## config.mk

```make
export PLATFORM = sky130hd
export DESIGN_NAME = dot_acc16
export DESIGN_NICKNAME = d
export VERILOG_FILES = /design/src/rtl/dot_pkg.sv /design/src/rtl/dot_acc_dp.sv /design/src/rtl/dot_acc16.sv
export SDC_FILE = /design/constraint.sdc
export NUM_CORES = 1
export LEC_CHECK = 0
export BUFFER_PORTS_ARGS = -buffer_cell sky130_fd_sc_hd__buf_2
export CORE_UTILIZATION = 40
export CTS_BUF_LIST = sky130_fd_sc_hd__clkbuf_16
export CTS_CLUSTER_SIZE = 14
export DETAILED_ROUTE_END_ITERATION = 16
export PLACE_DENSITY_LB_ADDON = 0.2
export RECOVER_POWER = 50
export SLEW_MARGIN = 20
export SYNTH_ARGS = -nofsm -noshare
export SYNTH_HDL_FRONTEND = slang
export SYNTH_SLANG_ARGS = --single-unit
```

## constraint.sdc

```tcl
create_clock -name clk -period 4.95 [get_ports clk]
set_clock_uncertainty 0.15 [all_clocks]
set_input_delay 1.485 -clock clk [delete_from_list [all_inputs] [get_ports clk]]
set_output_delay 1.485 -clock clk [all_outputs]
set_load 0.05 [all_outputs]
```

## src/rtl/dot_pkg.sv

```systemverilog
// Shared definitions for the dot-product datapath: FSM state encoding,
// product width and default accumulator/count widths.
package dot_pkg;

  typedef enum logic [1:0] {
    IDLE  = 2'd0,
    ACCUM = 2'd1,
    DONE  = 2'd2
  } state_e;

  localparam int PROD_W    = 32;
  localparam int DEF_ACC_W = 40;
  localparam int DEF_LEN_W = 8;

endpackage

```

## src/rtl/dot_acc_dp.sv

```systemverilog
// Accumulator datapath: wide sum register plus a sticky carry-out flag.
// A clear strobe starts a fresh accumulation and an enable strobe adds one product.
module dot_acc_dp
  import dot_pkg::*;
#(
  parameter int ACC_W = DEF_ACC_W
) (
  input  logic              clk,
  input  logic              rst_n,
  input  logic              clear_i,
  input  logic              en_i,
  input  logic [PROD_W-1:0] prod_i,
  output logic [ACC_W-1:0]  acc_o,
  output logic              ovf_o
);

  logic [ACC_W-1:0] acc_q, acc_d;
  logic             ovf_q, ovf_d;
  logic [ACC_W:0]   sum;

  // One extra bit captures the carry out of the top accumulator bit.
  assign sum = {1'b0, acc_q} + (ACC_W + 1)'(prod_i);

  always_comb begin
    acc_d = acc_q;
    ovf_d = ovf_q;
    if (clear_i) begin
      acc_d = '0;
      ovf_d = 1'b0;
    end else if (en_i) begin
      acc_d = sum[ACC_W-1:0];
      ovf_d = ovf_q | sum[ACC_W];
    end
  end

  always_ff @(posedge clk or negedge rst_n) begin
    if (!rst_n) begin
      acc_q <= '0;
      ovf_q <= 1'b0;
    end else begin
      acc_q <= acc_d;
      ovf_q <= ovf_d;
    end
  end

  assign acc_o = acc_q;
  assign ovf_o = ovf_q;

endmodule

```

## src/rtl/dot_acc16.sv

```systemverilog
// Dot-product accumulator: sums a programmed number of 32-bit products
// received over a valid/ready port and presents the total on a result port.
module dot_acc16
  import dot_pkg::*;
#(
  parameter int ACC_W = DEF_ACC_W,
  parameter int LEN_W = DEF_LEN_W
) (
  input  logic              clk,
  input  logic              rst_n,
  input  logic              start,
  input  logic [LEN_W-1:0]  len,
  input  logic              in_valid,
  output logic              in_ready,
  input  logic [PROD_W-1:0] in_prod,
  output logic              out_valid,
  input  logic              out_ready,
  output logic [ACC_W-1:0]  out_acc,
  output logic              out_ovf,
  output logic              busy
);

  state_e           state_q, state_d;
  logic [LEN_W-1:0] len_q, len_d;
  logic [LEN_W-1:0] cnt_q, cnt_d;
  logic             startGo;
  logic             beat;
  logic             lastBeat;

  assign startGo  = (state_q == IDLE) && start;
  assign beat     = (state_q == ACCUM) && in_valid;
  assign lastBeat = beat && (cnt_q == len_q - LEN_W'(1));

  // Handshake outputs decode from the state register alone.
  always_comb begin
    state_d   = state_q;
    in_ready  = 1'b0;
    out_valid = 1'b0;
    busy      = (state_q != IDLE);
    case (state_q)
      IDLE: begin
        if (start) state_d = (len == '0) ? DONE : ACCUM;
      end
      ACCUM: begin
        in_ready = 1'b1;
        if (lastBeat) state_d = DONE;
      end
      DONE: begin
        out_valid = 1'b1;
        if (out_ready) state_d = IDLE;
      end
      default: state_d = IDLE;
    endcase
  end

  always_comb begin
    len_d = len_q;
    cnt_d = cnt_q;
    if (startGo) begin
      len_d = len;
      cnt_d = '0;
    end else if (beat) begin
      cnt_d = cnt_q + LEN_W'(1);
    end
  end

  always_ff @(posedge clk or negedge rst_n) begin
    if (!rst_n) begin
      state_q <= IDLE;
      len_q   <= '0;
      cnt_q   <= '0;
    end else begin
      state_q <= state_d;
      len_q   <= len_d;
      cnt_q   <= cnt_d;
    end
  end

  dot_acc_dp #(
    .ACC_W(ACC_W)
  ) u_dp (
    .clk    (clk),
    .rst_n  (rst_n),
    .clear_i(startGo),
    .en_i   (beat),
    .prod_i (in_prod),
    .acc_o  (out_acc),
    .ovf_o  (out_ovf)
  );

endmodule

```

# After elaboration in Yosys (flattened, before gate mapping)
# Index checks and enable logic that the tools add are counted.
# op_classes
addsub	3
n_bitwise	1
reduce_logical	8
mux	13
eq_ne	6
# ops
op	count
$mux W40	2
$add A40 B32 Y41	1
$mux W8	2
$add A8 B1 Y8 const B	1
$eq A8 B8 Y1	1
$logic_not A8 Y1	1
$mux W2	4
$sub A8 B1 Y8 const B	1
$ne A2 B2 Y1 const B	3
$pmux W2 S3	1
$mux W1	4
$reduce_bool A2 Y1	2
$logic_and A1 B1 Y1	3
$reduce_and A3 Y1	1
$eq A2 B1 Y1 const B	1
$eq A2 B2 Y1 const B	1
$logic_not A2 Y1	1
$or A1 B1 Y1	1
# totals
ff_bits	59
output_inout_bits	44
wordCells	36
inputBits	45

# Logic depth before layout (Yosys ltp)
# depth
ltp_word	5
ltp_mapped	11
ltp_nobuf	11

# Cells and area by module
# A second synthesis with hierarchy kept.
# unflattened
cells_unflattened	503
area_unflattened_um2	4621.9
# modules_own_cells
module	seq_area_each_um2	cells_per_inst	area_per_inst_um2	instances
dot_acc_dp	1026.0	396	3508.4	1
dot_acc16	450.4	107	1113.6	1

# Worst setup path after synthesis
# OpenSTA, ideal clock, no wires.
# synth_timing
path_type	input port to flip-flop
start	input in_prod[0]
end	register u_dp.acc_q[26], in the netlist u_dp.acc_o[26]
n_path_buf	0
path_slack_ps	1043
stages	11
setup_ps	131
required_ps	4669
arrival_time_ps	3626
path_cell_list	ha_1 > inv_1 > fa_1 > and2b_1 > o2111ai_2 > a21oi_2 > o21ai_2 > a2111oi_2 > or2_1 > nor2_1 > or3_1
# synth_between
elab_chain_cells	3
# synth_lines
element	line	source
start, declared	dot_acc16.sv:15	input logic [PROD_W-1:0] in_prod,
$add A40 B32 Y41	dot_acc_dp.sv:22	assign sum = {1'b0, acc_q} + (ACC_W + 1)'(prod_i);
$mux W40	dot_acc_dp.sv:30	end else if (en_i) begin
$mux W40	dot_acc_dp.sv:27	if (clear_i) begin
end signal, assigned	dot_acc_dp.sv:38	acc_q <= '0;
end signal, assigned	dot_acc_dp.sv:41	acc_q <= acc_d;
end, declared	dot_acc_dp.sv:17	logic [ACC_W-1:0] acc_q, acc_d;
# Every way passes these cells. The select of a mux whose other input is x is not followed.
# A chain may end at the register's enable or synchronous reset.

# Worst setup path in the final report
# Same ends and word-level chain as after synthesis.

==> results.yml <==
cts:
  clock_sinks: 59
  clk_pin_slew_ps: 60
  clockBufferDepth: 2
  cts_resized: 0
  cts_root_buffer: "clkbuf_16"
  h-tree-depth: 3
  post_cts_buffers: 0
  ctsHoldBuffers: 0
  numCtsBuffers: 9
  cts_tree: "built"
  clock_latency_ps: 340
layout:
  drive_above_1_share_pct: 16.8
  regArea_um2: 1480
  fin_nets: 694
  diodes: 0
  n_fill_cell: 1106
  fin_cells: 759
  multi_input_area_um2: 2860
  syn2layout_area_growth_pct: 17.5
synth:
  synthArstFlopShare_pct: 100
  synth_area_leaders: "dfrtp_1 (33%), ha_1 (9.5%), nand2_1 (7.3%), o21ai_0 (5.1%), xnor2_1 (4.9%)"
  ys.flop_type: "dfrtp_1"
  syn_nets: 619
  synth_area_um2: 4490
  synth.most_common_cell: "nand2_1"
  synth_cell_types: 60
  yosys_warnings: 0
  synth_top_cell_by_area: "dfrtp_1"
  synth_edf_count: 0
  syn_area_per_cell_um2: 8.33
  synthCells: 539
  yosysSeqAreaShare_pct: 32.9
  ys_ff_latch: 59
  synth_commonest_cells: "nand2_1 (87), dfrtp_1 (59), o21ai_0 (46), ha_1 (34), nor2_1 (34)"
  synth_top_area_share_pct: 32.9
global_route:
  antenna_found_initial: 0
  grt_start_max_net_pins: 37
  gr-usage-all-layers_pct: 21.1
  grt_pass1_wl_um: 18900
  grt_pass1_vias: 3930
  overflow: 0
pwr:
  leakagePower_nw: 2.53
  power.density_nw_per_um2: 733
  power_mw: 3.87
  ir_drop_uv: 355
placement:
  io_buffers: 88
  gp_congestion: 0.890
  dp.cells: 743
  dp_hpwl_um: 8740
  preCtsSetupSlack_ps: 691
drt:
  wl_met1_um: 5490
  drtPass1Iterations: 4
  dr_wl_met2_um: 5180
  first_iter_violations: 194
  wl_met3_um: 642
  drt-total-wl_um: 11500
  wl_per_cell_um: 15.2
  viasPerCell: 5.51
  drc: 0
  via_count: 4183
  highest_layer: "met4"
  ant_nets: 0
timing:
  slew-limit-headroom_pct: 5.46
  fmax_ghz: 0.256
  tightest_slew_ps: 1420
  finalSetupViolCount: 0
  slew_viol_final: 0
  fin_crit_ps: 3910
  fin_setup_tns_ps: 0
  post-route-period-util_pct: 79.0
  hold_viol_final: 0
  rsz0062_at_grt: "false"
  setup_slack_ps: 1040
critical_path:
  crit_chain: "buf_2 > ha_1 > inv_1 > fa_1 > and2b_1 > o2111ai_2 > a21oi_2 > o21ai_2 > a2111oi_2 > or2_1 > nor2_1 > or3_1"
  slowest_delay_ps: 410
  cp_max_fo: 3
  crit_type: "input port to flop"
  cp-start-kind: "input port"
  arrival_ps: 3980
  cp-end-kind: "flop"
  critPathSlowestCell: "fa_1"
  crit_required_ps: 5020
floorplanning:
  dieArea_um2: 11700
  io_pins: 89
  start_util_pct: 41.2
  num_rows: 38
  core_region_area_um2: 10900
  die_x_um: 108
  dieHeight_um: 108
job:
  maxCapViolations: 0
hold_path:
  hold_class: "flop to flop"
status:
  outcome: "complete, no violations"
==> flip-flops by register name, summed over array words and instances, names as in the netlist <==
register	flops
u_dp.acc_o	40
cnt_q	8
len_q	8
state_q	2
u_dp.ovf_o	1
==> final cells by class <==
class	count	share of cell area (%)
inverter	9	0.640
clock buffer	9	4.27
sequential	59	28.0
tap	140	3.32
clock inverter	7	1.14
multi-input combinational	443	54.1
timing repair buffer	92	8.51
==> placed cells by master (no fill, tap or decap), types with 4 or more instances in the layout <==
| master | Yosys | routed |
|---|---|---|
| a21o_1 | 22 | 22 |
| a211oi_1 | 5 | 5 |
| a21oi_1 | 29 | 29 |
| o31ai_1 | 4 | 4 |
| buf_2 | 4 | 74 |
| dfrtp_1 | 59 | 59 |
| nand4_1 | 10 | 10 |
| ha_1 | 34 | 34 |
| nand2_1 | 87 | 87 |
| inv_1 | 9 | 10 |
| clkbuf_16 | 0 | 9 |
| o211ai_1 | 4 | 4 |
| mux2i_1 | 4 | 4 |
| clkbuf_1 | 21 | 15 |
| a31oi_1 | 7 | 7 |
| xor2_1 | 21 | 21 |
| o21ai_0 | 46 | 46 |
| a21oi_2 | 6 | 6 |
| o21ai_1 | 6 | 6 |
| nor2b_1 | 4 | 4 |
| nand2b_1 | 7 | 7 |
| nand3_1 | 20 | 20 |
| xnor2_1 | 25 | 25 |
| nor2_1 | 34 | 33 |
| and3_1 | 5 | 5 |
| and2_1 | 6 | 6 |
| nor4_1 | 5 | 5 |
| nor3_1 | 10 | 10 |
==> worst max-delay path, delay by kind of cell <==
family | cells | cell delay (ps)
and+or+nand+nor | 4 | 860
AOI/OAI and AO/OA | 4 | 850
adders and majority gates | 2 | 630
buffers and inverters | 2 | 150
==> kinds of logic (layout without fill, tap and decap cells) <==
| logic type | count (synthesis) | count (layout) | synth area share [%] |
|---|---|---|---|
| AO/OA/AOI/OAI | 157 | 157 | 22.9 |
| XOR/XNOR | 46 | 46 | 8.97 |
| buffers and inverters | 37 | 117 | 3.57 |
| adder cells (fa/ha/maj) | 35 | 35 | 9.92 |
| multiplexers | 4 | 4 | 0.892 |
| flip-flops | 59 | 59 | 32.9 |
| AND/OR/NAND/NOR | 201 | 201 | 20.8 |
==> path summary, 6_finish.rpt <==
path | cells after the start | from | end | slack (ps)
max | 12 | in_prod[0] | u_dp.acc_o[26] | 1040
min | 2 | len_q[7] | len_q[7] | 350
max reg2reg | 11 | u_dp.acc_o[0] | u_dp.acc_o[26] | 1860
min reg2reg | 2 | len_q[7] | len_q[7] | 350
max in group asynchronous | 2 | rst_n | len_q[5] | 2160
min in group asynchronous | 1 | rst_n | u_dp.acc_o[19] | 1320
==> stage by stage <==
| step | area [um2] | util [%] | hold WS (ps) |
|---|---|---|---|
| 3_3_place_gp | 5010 | 46.0 | 334 |
| 3_5_place_dp | 5010 | 46.0 | 339 |
| 2_1_floorplan | 4490 | - | 312 |
| 4_1_cts | 5300 | 48.7 | 352 |
| 5_1_grt | 5280 | 48.5 | 389 |
| 6_report | 5280 | 48.5 | 346 |
==> power by group <==
part           total (mW)  leakage (nW)  switching (mW)  internal [mW]
clock               0.614         0.135           0.232          0.382
combinational        2.39          1.65            1.57          0.821
sequential          0.865         0.748           0.189          0.677
total                3.87          2.53            1.99           1.88
==> metal layers <==
metal / vias up / global-route usage [%]
met1: 1974 / 28.5
met4: 0 / 9.20
met3: 19 / 3.92
met2: 99 / 32.8
li1: 2091 / -
met5: - / 0
Power figures use the tool's default switching activity.
